`config.mk`:
```
export PLATFORM = sky130hd
export DESIGN_NAME = configs_loader
export DESIGN_NICKNAME = d
export VERILOG_FILES = /design/src/rtl/configs_loader_pkg.sv /design/src/rtl/configs_word_bank.sv /design/src/rtl/configs_loader.sv
export SDC_FILE = /design/constraint.sdc
export NUM_CORES = 1
export LEC_CHECK = 0
export ABC_AREA = 1
export CAP_MARGIN = 20
export CORE_AREA = 2 2 538 540
export DETAILED_ROUTE_END_ITERATION = 8
export DIE_AREA = 0 0 540 542
export PLACE_DENSITY = 0.42
export SLEW_MARGIN = 20
export SYNTH_ARGS = -nofsm -noshare
export SYNTH_HDL_FRONTEND = slang
export SYNTH_SLANG_ARGS = --single-unit
```
`constraint.sdc`:
```
create_clock -name clk -period 6.01 [get_ports clk]
set_input_delay 1.202 -clock clk [delete_from_list [all_inputs] [get_ports clk]]
set_output_delay 1.202 -clock clk [all_outputs]
set_load 0.005 [all_outputs]
```
`src/rtl/configs_loader_pkg.sv`:
```
// Shared types and constants for the config loader and its word bank.
// Optional readback port is enabled with CONFIGS_LOADER_READBACK_EN.
package configs_loader_pkg;

  localparam int DATA_W_DEF    = 32;
  localparam int NUM_WORDS_DEF = 41;

  typedef enum logic [1:0] {
    IDLE = 2'd0,
    LOAD = 2'd1,
    DONE = 2'd2
  } state_t;

  // Address width for n words; never narrower than one bit.
  function automatic int calc_addr_w(input int n);
    int w;
    w = 1;
    while ((1 << w) < n) w++;
    return w;
  endfunction

endpackage

```
`src/rtl/configs_word_bank.sv`:
```
// NUM_WORDS x DATA_W flopped config register array with flat image output.
// CONFIGS_LOADER_READBACK_EN adds a registered read port.
module configs_word_bank
  import configs_loader_pkg::*;
#(
  parameter int DATA_W    = DATA_W_DEF,
  parameter int NUM_WORDS = NUM_WORDS_DEF,
  parameter int ADDR_W    = calc_addr_w(NUM_WORDS)
) (
  input  logic                        clk,
  input  logic                        reset,
  input  logic                        wr_en,
  input  logic [ADDR_W-1:0]           wr_addr,
  input  logic [DATA_W-1:0]           wr_data,
`ifdef CONFIGS_LOADER_READBACK_EN
  input  logic [ADDR_W-1:0]           rd_addr,
  output logic [DATA_W-1:0]           rd_data,
`endif
  output logic [DATA_W*NUM_WORDS-1:0] words
);

  logic [DATA_W-1:0] word_reg [NUM_WORDS];

  always_ff @(posedge clk) begin
    if (reset) begin
      for (int i = 0; i < NUM_WORDS; i++) word_reg[i] <= '0;
    end else if (wr_en && (int'(wr_addr) < NUM_WORDS)) begin
      word_reg[wr_addr] <= wr_data;
    end
  end

  for (genvar gi = 0; gi < NUM_WORDS; gi++) begin : g_flat
    assign words[gi*DATA_W +: DATA_W] = word_reg[gi];
  end

`ifdef CONFIGS_LOADER_READBACK_EN
  logic [DATA_W-1:0] rd_data_reg;

  // Read samples the pre-write contents, so a same-cycle write is not seen.
  always_ff @(posedge clk) begin
    if (reset) begin
      rd_data_reg <= '0;
    end else if (int'(rd_addr) < NUM_WORDS) begin
      rd_data_reg <= word_reg[rd_addr];
    end else begin
      rd_data_reg <= '0;
    end
  end

  assign rd_data = rd_data_reg;
`endif

endmodule

```
`src/rtl/configs_loader.sv`:
```
// Streams config words over valid/ready into an auto-addressed register bank.
// CONFIGS_LOADER_READBACK_EN adds io_rd_addr / io_rd_data.
module configs_loader
  import configs_loader_pkg::*;
#(
  parameter int DATA_W    = DATA_W_DEF,
  parameter int NUM_WORDS = NUM_WORDS_DEF,
  parameter int ADDR_W    = calc_addr_w(NUM_WORDS)
) (
  input  logic                        clk,
  input  logic                        reset,
  input  logic                        io_start,
  input  logic [ADDR_W-1:0]           io_start_addr,
  input  logic                        io_d_in_valid,
  output logic                        io_d_in_ready,
  input  logic [DATA_W-1:0]           io_d_in,
  output logic [DATA_W*NUM_WORDS-1:0] io_configs_out,
  output logic                        io_busy,
  output logic                        io_done,
  output logic                        io_configs_valid,
  output logic [ADDR_W:0]             io_word_cnt,
`ifdef CONFIGS_LOADER_READBACK_EN
  input  logic [ADDR_W-1:0]           io_rd_addr,
  output logic [DATA_W-1:0]           io_rd_data,
`endif
  output logic                        io_err
);

  state_t            state_reg, state_next;
  logic [ADDR_W-1:0] addr_reg;
  logic [ADDR_W:0]   word_cnt_reg;
  logic              configs_valid_reg;
  logic              err_reg;
  logic              start_ok, start_bad, accept, last_word;

  assign start_ok  = io_start && (int'(io_start_addr) < NUM_WORDS);
  assign start_bad = io_start && !start_ok;
  // Start wins over a word presented in the same cycle.
  assign accept    = (state_reg == LOAD) && io_d_in_valid && !io_start;
  assign last_word = (int'(addr_reg) == NUM_WORDS - 1);

  always_ff @(posedge clk) begin
    if (reset) state_reg <= IDLE;
    else       state_reg <= state_next;
  end

  always_comb begin
    state_next = state_reg;
    case (state_reg)
      IDLE: if (start_ok) state_next = LOAD;
      LOAD: begin
        if (start_bad)                 state_next = IDLE;
        else if (start_ok)             state_next = LOAD;
        else if (accept && last_word)  state_next = DONE;
      end
      DONE:    state_next = start_ok ? LOAD : IDLE;
      default: state_next = IDLE;
    endcase
  end

  always_comb begin
    io_d_in_ready = 1'b0;
    io_busy       = 1'b0;
    io_done       = 1'b0;
    case (state_reg)
      LOAD: begin
        io_d_in_ready = 1'b1;
        io_busy       = 1'b1;
      end
      DONE:    io_done = 1'b1;
      default: ;
    endcase
  end

  always_ff @(posedge clk) begin
    if (reset) begin
      addr_reg          <= '0;
      word_cnt_reg      <= '0;
      configs_valid_reg <= 1'b0;
      err_reg           <= 1'b0;
    end else begin
      if (start_ok) begin
        addr_reg     <= io_start_addr;
        word_cnt_reg <= '0;
      end else if (accept) begin
        addr_reg     <= addr_reg + ADDR_W'(1);
        word_cnt_reg <= word_cnt_reg + (ADDR_W+1)'(1);
      end
      if (start_ok)                configs_valid_reg <= 1'b0;
      else if (state_reg == DONE)  configs_valid_reg <= 1'b1;
      // Error sources take precedence over the clear from a good start.
      if (start_bad || (io_d_in_valid && state_reg != LOAD)) err_reg <= 1'b1;
      else if (start_ok)                                      err_reg <= 1'b0;
    end
  end

  assign io_word_cnt      = word_cnt_reg;
  assign io_configs_valid = configs_valid_reg;
  assign io_err           = err_reg;

  configs_word_bank #(
    .DATA_W   (DATA_W),
    .NUM_WORDS(NUM_WORDS),
    .ADDR_W   (ADDR_W)
  ) u_bank (
    .clk    (clk),
    .reset  (reset),
    .wr_en  (accept),
    .wr_addr(addr_reg),
    .wr_data(io_d_in),
`ifdef CONFIGS_LOADER_READBACK_EN
    .rd_addr(io_rd_addr),
    .rd_data(io_rd_data),
`endif
    .words  (io_configs_out)
  );

endmodule

```
==> flow_summary_export.csv, run 1 <==
group,metric,value,unit
status,status,"finished, final reports clean",
cells_and_area,nNetsFinal,4598,
global_route,grt_pass1_wl,332000,microns
synth,yosysSeqAreaShare,83.8,%
pwr,ir_drop,0.193,mV
sta,relSlewSlack,30.4,%
place,gp_congestion,0.797,
place,io_buffers,1365,
floorplan,start_util,16.5,%
synth,syn_nets,3222,
worst_setup_path,cp-end-kind,"register",
floorplan,ios,1366,
synth,yosys.cell_types.count,32,
global_route,first_global_vias,32200,
sta,fmax,0.244,GHz
pwr,p_sw_share,24.5,%
sta,whs,0.493,ns
clocking,insertion_delay,0.86,ns
pwr,p_per_area,307,nW/um^2
floorplan,die_area,293000,sq um
drt,drtIter0Drc,2923,
cells_and_area,largest_register_ffs,1312,
global_route,grtUsageTotal,17.2,%
place,dp_hpwl,181000,microns
drt,via_per_inst,3.79,
clocking,root_buffer,"clkbuf_16",
place,place_inst,8171,
sta,period_minus_slack,4.09,ns
global_route,antenna_found_initial,30,
drt,drc_errors,0,
sta,rsz0062_at_grt,"no",
sta,skew,0.0663,ns
floorplan,die_w,540,microns
synth,synth_xor_area_share,0.0739,%
clocking,cts_sinks,1329,
place,pre_cts_ws,1.06,ns
floorplan,die_y,542,microns
clocking,htreeDepth,4,
place,place_area,65900,sq um
worst_setup_path,required,6.43,ns
worst_setup_path,crit_fanout,33,
cells_and_area,area_delta_synth_final,49.4,%
sta,hold_violations,0,
synth,synthCells,3176,
worst_setup_path,start_kind,"primary input",
cells_and_area,fin_cells,8459,
synth,syn_avg_cell_area,14.9,sq um
clocking,path_clk_slew,0.06,ns
synth,synthAdderAreaFrac,0.106,%
floorplan,core,287000,sq um
sta,setup_viol,0,
synth,ys_warn_count,0,
pwr,leakagePower,25.5,nW
clocking,cts_hold_buf,0,
pwr,switchingPower,5.32,mW
pwr,clkPwrFrac,43.5,%
global_route,grt_max_degree,34,
sta,tns,0,ns
cells_and_area,fin_area,70800,sq um
clocking,clockBufferDepth,4,
flow_run,drv_cap,0,
synth,synth_top_family_by_area,"simple AND/OR/NAND/NOR gates",
drt,ant_nets,0,
synth,synth_compound_area_share,0.179,%
min_path,hold_class,"reg2reg",
cells_and_area,drive_gt1_share,9.81,%
floorplan,placement_rows,197,
synth,synth-simple-area-share,12.8,%
drt,vias,32000,
worst_setup_path,critPathArrivalTime,4.51,ns
sta,slew_viol_final,0,
sta,worst_slack,1.92,ns
global_route,grt.overflow.total,0,
pwr,p_comb_share,7.7,%
drt,wl_per_cell,30.7,microns
clocking,numCtsBuffers,160,
worst_setup_path,crit_type,"in2reg",
clocking,cts_tree,"built",
drt,wl,260000,microns
clocking,cts_resized,0,
pwr,p_int,16.4,mW
drt,dr.pass1.iters,5,
synth,synth-seq-cells,1329,
sta,worstMarginPinSlew,1.04,ns
sta,fin_crit_sh,68.1,%
synth,yosys-mux-area-fraction,0,%
synth,syn_area,47400,sq um
clocking,post_cts_buffers,0,
cells_and_area,fillerInstances,29900,
pwr,power.share.sequential,48.8,%
cell usage after synthesis, drive strengths merged:
cell type	count	area share [%]
xnor2	1	0.018
nor3	9	0.16
nor2	1335	11
ha	4	0.11
nor3b	1	0.016
o21bai	1	0.016
nand2	89	0.70
nand4	20	0.65
nand3	44	0.62
clkbuf	136	1.1
inv	52	0.41
a21oi	10	0.11
dfxtp	17	0.72
buf	134	1.5
xor2	3	0.055
or2	1	0.013
nor4	1	0.013
nand3b	1	0.016
edfxtp	1312	83
o21ai	4	0.042
o21a	1	0.016
critical path, cell delays in order:
cell and delay, ns:
clkdlybuf4s50_1 0.58, nor2_1 0.30, nand3_1 0.21, nor2_4 0.46
buf_4 0.59, nand4_2 0.22, buf_4 0.32, nand2_2 0.11
buf_4 0.41
cells in the final DEF, fill, tap and decap left out, types with 2 or more instances in the layout:
master | netlist | routed
edfxtp_1 | 1312 | 1312
buf_12 | 0 | 3
nor2_4 | 1 | 5
nand2_1 | 89 | 56
inv_1 | 49 | 17
dfxtp_1 | 17 | 16
nand2_4 | 0 | 3
ha_1 | 4 | 4
inv_2 | 3 | 2
nor3_1 | 5 | 2
clkinv_1 | 0 | 36
clkinv_2 | 0 | 26
xor2_1 | 3 | 3
nor2_2 | 6 | 3
clkbuf_1 | 136 | 31
nand4_2 | 5 | 3
a21oi_1 | 10 | 10
nand2_2 | 0 | 30
nor2_1 | 1328 | 1327
nand4_4 | 10 | 12
nor3_2 | 2 | 4
clkbuf_16 | 0 | 160
clkinvlp_4 | 0 | 4
inv_4 | 0 | 24
inv_16 | 0 | 4
clkinv_4 | 0 | 5
buf_4 | 4 | 112
nor3_4 | 2 | 3
diode_2 | 0 | 7
nand3_1 | 29 | 19
bufinv_16 | 0 | 10
buf_16 | 0 | 4
clkdlybuf4s50_1 | 0 | 1365
inv_6 | 0 | 12
nand3_2 | 15 | 24
nand4_1 | 5 | 5
o21ai_0 | 4 | 4
through the flow:
stage | utilization [%] | total power, mW
CTS | 24.7 | 22.1
finish | 24.7 | 21.7
detailed placement | 23.0 | 12.6
floorplan | - | 11.1
global route | 24.7 | 22.4
global placement | 22.9 | 12.5
power groups by stage:
stage          clock [mW]  sequential [mW]  combinational (mW)
2_1_floorplan           0             10.8               0.306
3_3_place_gp            0             10.8                1.73
3_5_place_dp            0             10.8                1.74
4_1_cts              9.69             10.6                1.75
5_1_grt              10.0             10.6                1.76
6_report             9.45             10.6                1.68
area by class of cell:
cell class	count	area, sq um	area share (%)
sequential	1329	39700	56.1
timing repair buffer	1484	14700	20.7
tap	3781	4730	6.68
clock buffer	191	4120	5.82
inverter	52	267	0.376
clock inverter	90	807	1.14
multi-input combinational	1525	6460	9.12
antenna	7	17.5	0.0247
final timing paths:
path	depth (start not counted)	end	from	slack [ns]
max	9	u_bank.word_reg[35][8]$_SDFFCE_PN0P_	io_start	1.92
min	2	io_configs_valid$_SDFFE_PP0P_	io_configs_valid$_SDFFE_PP0P_	0.49
max reg2reg	9	u_bank.word_reg[35][8]$_SDFFCE_PN0P_	addr_reg[0]$_SDFFE_PP0P_	2.14
min reg2reg	2	io_configs_valid$_SDFFE_PP0P_	io_configs_valid$_SDFFE_PP0P_	0.49
routing by layer:
metal / global-route usage, % / part of all wire [%] / vias to the layer above / routed length [microns]
li1: - / - / 13600 / -
met1: 19.9 / 38 / 16500 / 99900
met2: 29.7 / 49 / 1669 / 128000
met3: 6.61 / 9.9 / 258 / 25800
met4: 4.13 / 2.4 / 0 / 6210
met5: 0 / 0 / - / 0
logic make-up (layout without fill, tap and decap cells):
family                     Yosys count  after routing
buffers and inverters              322           1817
and+or+nand+nor                   1501           1501
xor gates and xnor gates             4              4
adders and majority gates            4              4
DFF                               1329           1329
other                                0              7
AOI/OAI and AO/OA                   16             16
No activity file was read; power rests on OpenSTA's default activity.
==> run 2: changes to the inputs <==
--- a/config.mk
+++ b/config.mk
@@ -7,9 +7,9 @@
 export LEC_CHECK = 0
 export ABC_AREA = 1
 export CAP_MARGIN = 20
-export CORE_AREA = 2 2 538 540
+export CORE_AREA = 2 2 539 541
 export DETAILED_ROUTE_END_ITERATION = 8
-export DIE_AREA = 0 0 540 542
+export DIE_AREA = 0 0 541 543
 export PLACE_DENSITY = 0.42
 export SLEW_MARGIN = 20
 export SYNTH_ARGS = -nofsm -noshare
==> constraint.sdc (replaced) <==
create_clock -name clk -period 4.1 [get_ports clk]
set_input_delay 0.82 -clock clk [delete_from_list [all_inputs] [get_ports clk]]
set_output_delay 0.82 -clock clk [all_outputs]
set_load 0.005 [all_outputs]
==> run 2 against run 1 <==
  * Clock skew decreased by 0.035 ns
  * Routed wire length down 2.6%
  * Die area is 0.37% higher
  * Sequential power up 46%
  * Sequential share of layout area down 0.87 points
  * Non-clock buffer count is 36 higher
  * Power up 49%
  * Combinational power increased by 53%
  * Hold slack worse by 0.011 ns
  * Critical path depth decreased by 1
  * Largest cell class unchanged
==> flow_summary_export.csv, run 2 (same netlist as run 1, synthesis figures left out) <==
group,metric,value,unit
global_route,grt_max_degree,42,
worst_setup_path,required,4.63,ns
drt,vias,31900,
worst_setup_path,worst-r2r-setup-slack,1.16,ns
floorplan,placement_rows,197,
sta,setup_viol,0,
worst_setup_path,critPathArrivalTime,3.47,ns
clocking,cts_resized,0,
sta,relSlewSlack,25.2,%
clocking,cts_hold_buf,0,
floorplan,die_y,543,microns
clocking,root_buffer,"clkbuf_16",
worst_setup_path,critPathBufInv,3,
place,place_inst,8207,
sta,skew,0.0312,ns
drt,via_per_inst,3.75,
drt,drtIter0Drc,2488,
floorplan,die_w,541,microns
drt,dr.pass1.iters,5,
clocking,insertion_delay,0.84,ns
cells_and_area,fin_cells,8509,
sta,worstMarginPinSlew,1.12,ns
place,io_buffers,1365,
floorplan,ios,1366,
worst_setup_path,crit_family,"buffers and inverters",
cells_and_area,drive_gt1_share,10.5,%
sta,period_minus_slack,2.94,ns
worst_setup_path,cp-end-kind,"register",
pwr,p_per_area,452,nW/um^2
cells_and_area,seqCellArea,39700,sq um
drt,wl,253000,microns
cells_and_area,area_delta_synth_final,51.7,%
cells_and_area,final_common_cell,"clkdlybuf4s50_1",
min_path,min_to,"io_configs_valid$_SDFFE_PP0P_",
drt,wl_per_cell,29.7,microns
pwr,power.share.sequential,47.8,%
sta,rsz0062_at_grt,"no",
flow_run,drv_cap,0,
floorplan,die_area,294000,sq um
cells_and_area,multi_input_area,6460,sq um
pwr,clkPwrFrac,44.4,%
worst_setup_path,r2r_start,"addr_reg[1]$_SDFFE_PP0P_",
cells_and_area,final_cell_mix,"clkdlybuf4s50_1, nor2_1, edfxtp_1",
place,place_area,66700,sq um
status,status,"finished, final reports clean",
global_route,grt.overflow.total,0,
pwr,leakagePower,26.0,nW
clocking,numCtsBuffers,163,
clocking,path_clk_slew,0.06,ns
global_route,grt_pass1_wl,326000,microns
floorplan,core,287000,sq um
worst_setup_path,critPathMaxStageDelay,0.65,ns
floorplan,start_util,16.5,%
sta,tns,0,ns
worst_setup_path,crit_type,"reg2reg",
cells_and_area,fillerInstances,29800,
worst_setup_path,worst_r2r_endpoint,"u_bank.word_reg[39][5]$_SDFFCE_PN0P_",
worst_setup_path,cp_slowest_cell,"dfxtp_1",
min_path,worstHoldStart,"io_configs_valid$_SDFFE_PP0P_",
clocking,post_cts_buffers,0,
clocking,cts_sinks,1329,
clocking,htreeDepth,4,
worst_setup_path,crit_fanout,32,
global_route,first_global_vias,32500,
min_path,hold_class,"reg2reg",
clocking,cts_tree,"built",
min_path,whs_path_depth,2,
cells_and_area,fin_util,25.0,%
pwr,switchingPower,7.90,mW
sta,slew_viol_final,0,
worst_setup_path,r2r_cells,8,
pwr,p_int,24.6,mW
global_route,grtUsageTotal,16.7,%
cells_and_area,fin_area,71900,sq um
worst_setup_path,start_kind,"register",
drt,ant_nets,0,
cells_and_area,largest_register_ffs,1312,
sta,fmax,0.340,GHz
pwr,p_sw_share,24.3,%
pwr,p_comb_share,7.9,%
global_route,antenna_found_initial,16,
clocking,clockBufferDepth,4,
sta,hold_violations,0,
cells_and_area,nNetsFinal,4637,
sta,fin_crit_sh,71.7,%
worst_setup_path,crit_chain,"inv_1 > ha_1 > nor3_1 > nor2_4 > buf_12 > nand3_2 > buf_4 > nor2_1",
place,dp_hpwl,174000,microns
drt,drc_errors,0,
pwr,ir_drop,0.326,mV
place,gp_congestion,0.764,
run 2: worst min-delay path, stage by stage (launching register included):
cell     delay [ns]
dfxtp_1        0.32
nor2_1         0.05
nor2_1         0.08
run 2: per-layer routing:
metal,vias to the layer above,part of all wire (%),track usage [%]
li1,13700,-,-
met1,16400,38,19.0
met2,1584,49,28.7
met3,260,10,6.91
met4,0,2.4,4.06
met5,-,0,0
run 2: area by class of cell:
type	instances	area share, %
diodes	5	0.0174
clock buffers	209	5.97
clock inverters	88	1.26
inverters	52	0.372
multi-input cells	1525	8.98
flip-flops and latches	1329	55.2
well taps	3781	6.58
repair buffers	1520	21.6
run 2: how the worst max path moves through the flow:
stage,endpoint,cells past startpoint,start
after detailed placement,u_bank.word_reg[21][21]$_SDFFCE_PN0P_,8,io_start
after CTS,io_configs_out[983],1,u_bank.word_reg[30][23]$_SDFFCE_PN0P_
after floorplan,u_bank.word_reg[32][0]$_SDFFCE_PN0P_,8,io_start
after global routing,io_configs_out[982],1,u_bank.word_reg[30][22]$_SDFFCE_PN0P_
final,u_bank.word_reg[39][5]$_SDFFCE_PN0P_,8,addr_reg[1]$_SDFFE_PP0P_
after global placement,u_bank.word_reg[21][20]$_SDFFCE_PN0P_,8,io_start
run 2: metrics by stage:
step	hold slack [ns]	setup slack, ns	power, mW
after floorplan	0.480	0.908	16.3
after CTS	0.484	0.938	33.0
final	0.481	1.16	32.5
after global routing	0.502	0.898	33.5
after global placement	0.467	0.564	18.5
after detailed placement	0.471	0.499	18.5
run 2: power groups by stage:
stage	logic, mW	clock network [mW]	registers [mW]
2_1_floorplan	0.448	0	15.8
3_3_place_gp	2.67	0	15.8
3_5_place_dp	2.67	0	15.8
4_1_cts	2.67	14.8	15.5
5_1_grt	2.70	15.3	15.6
6_report	2.57	14.4	15.5
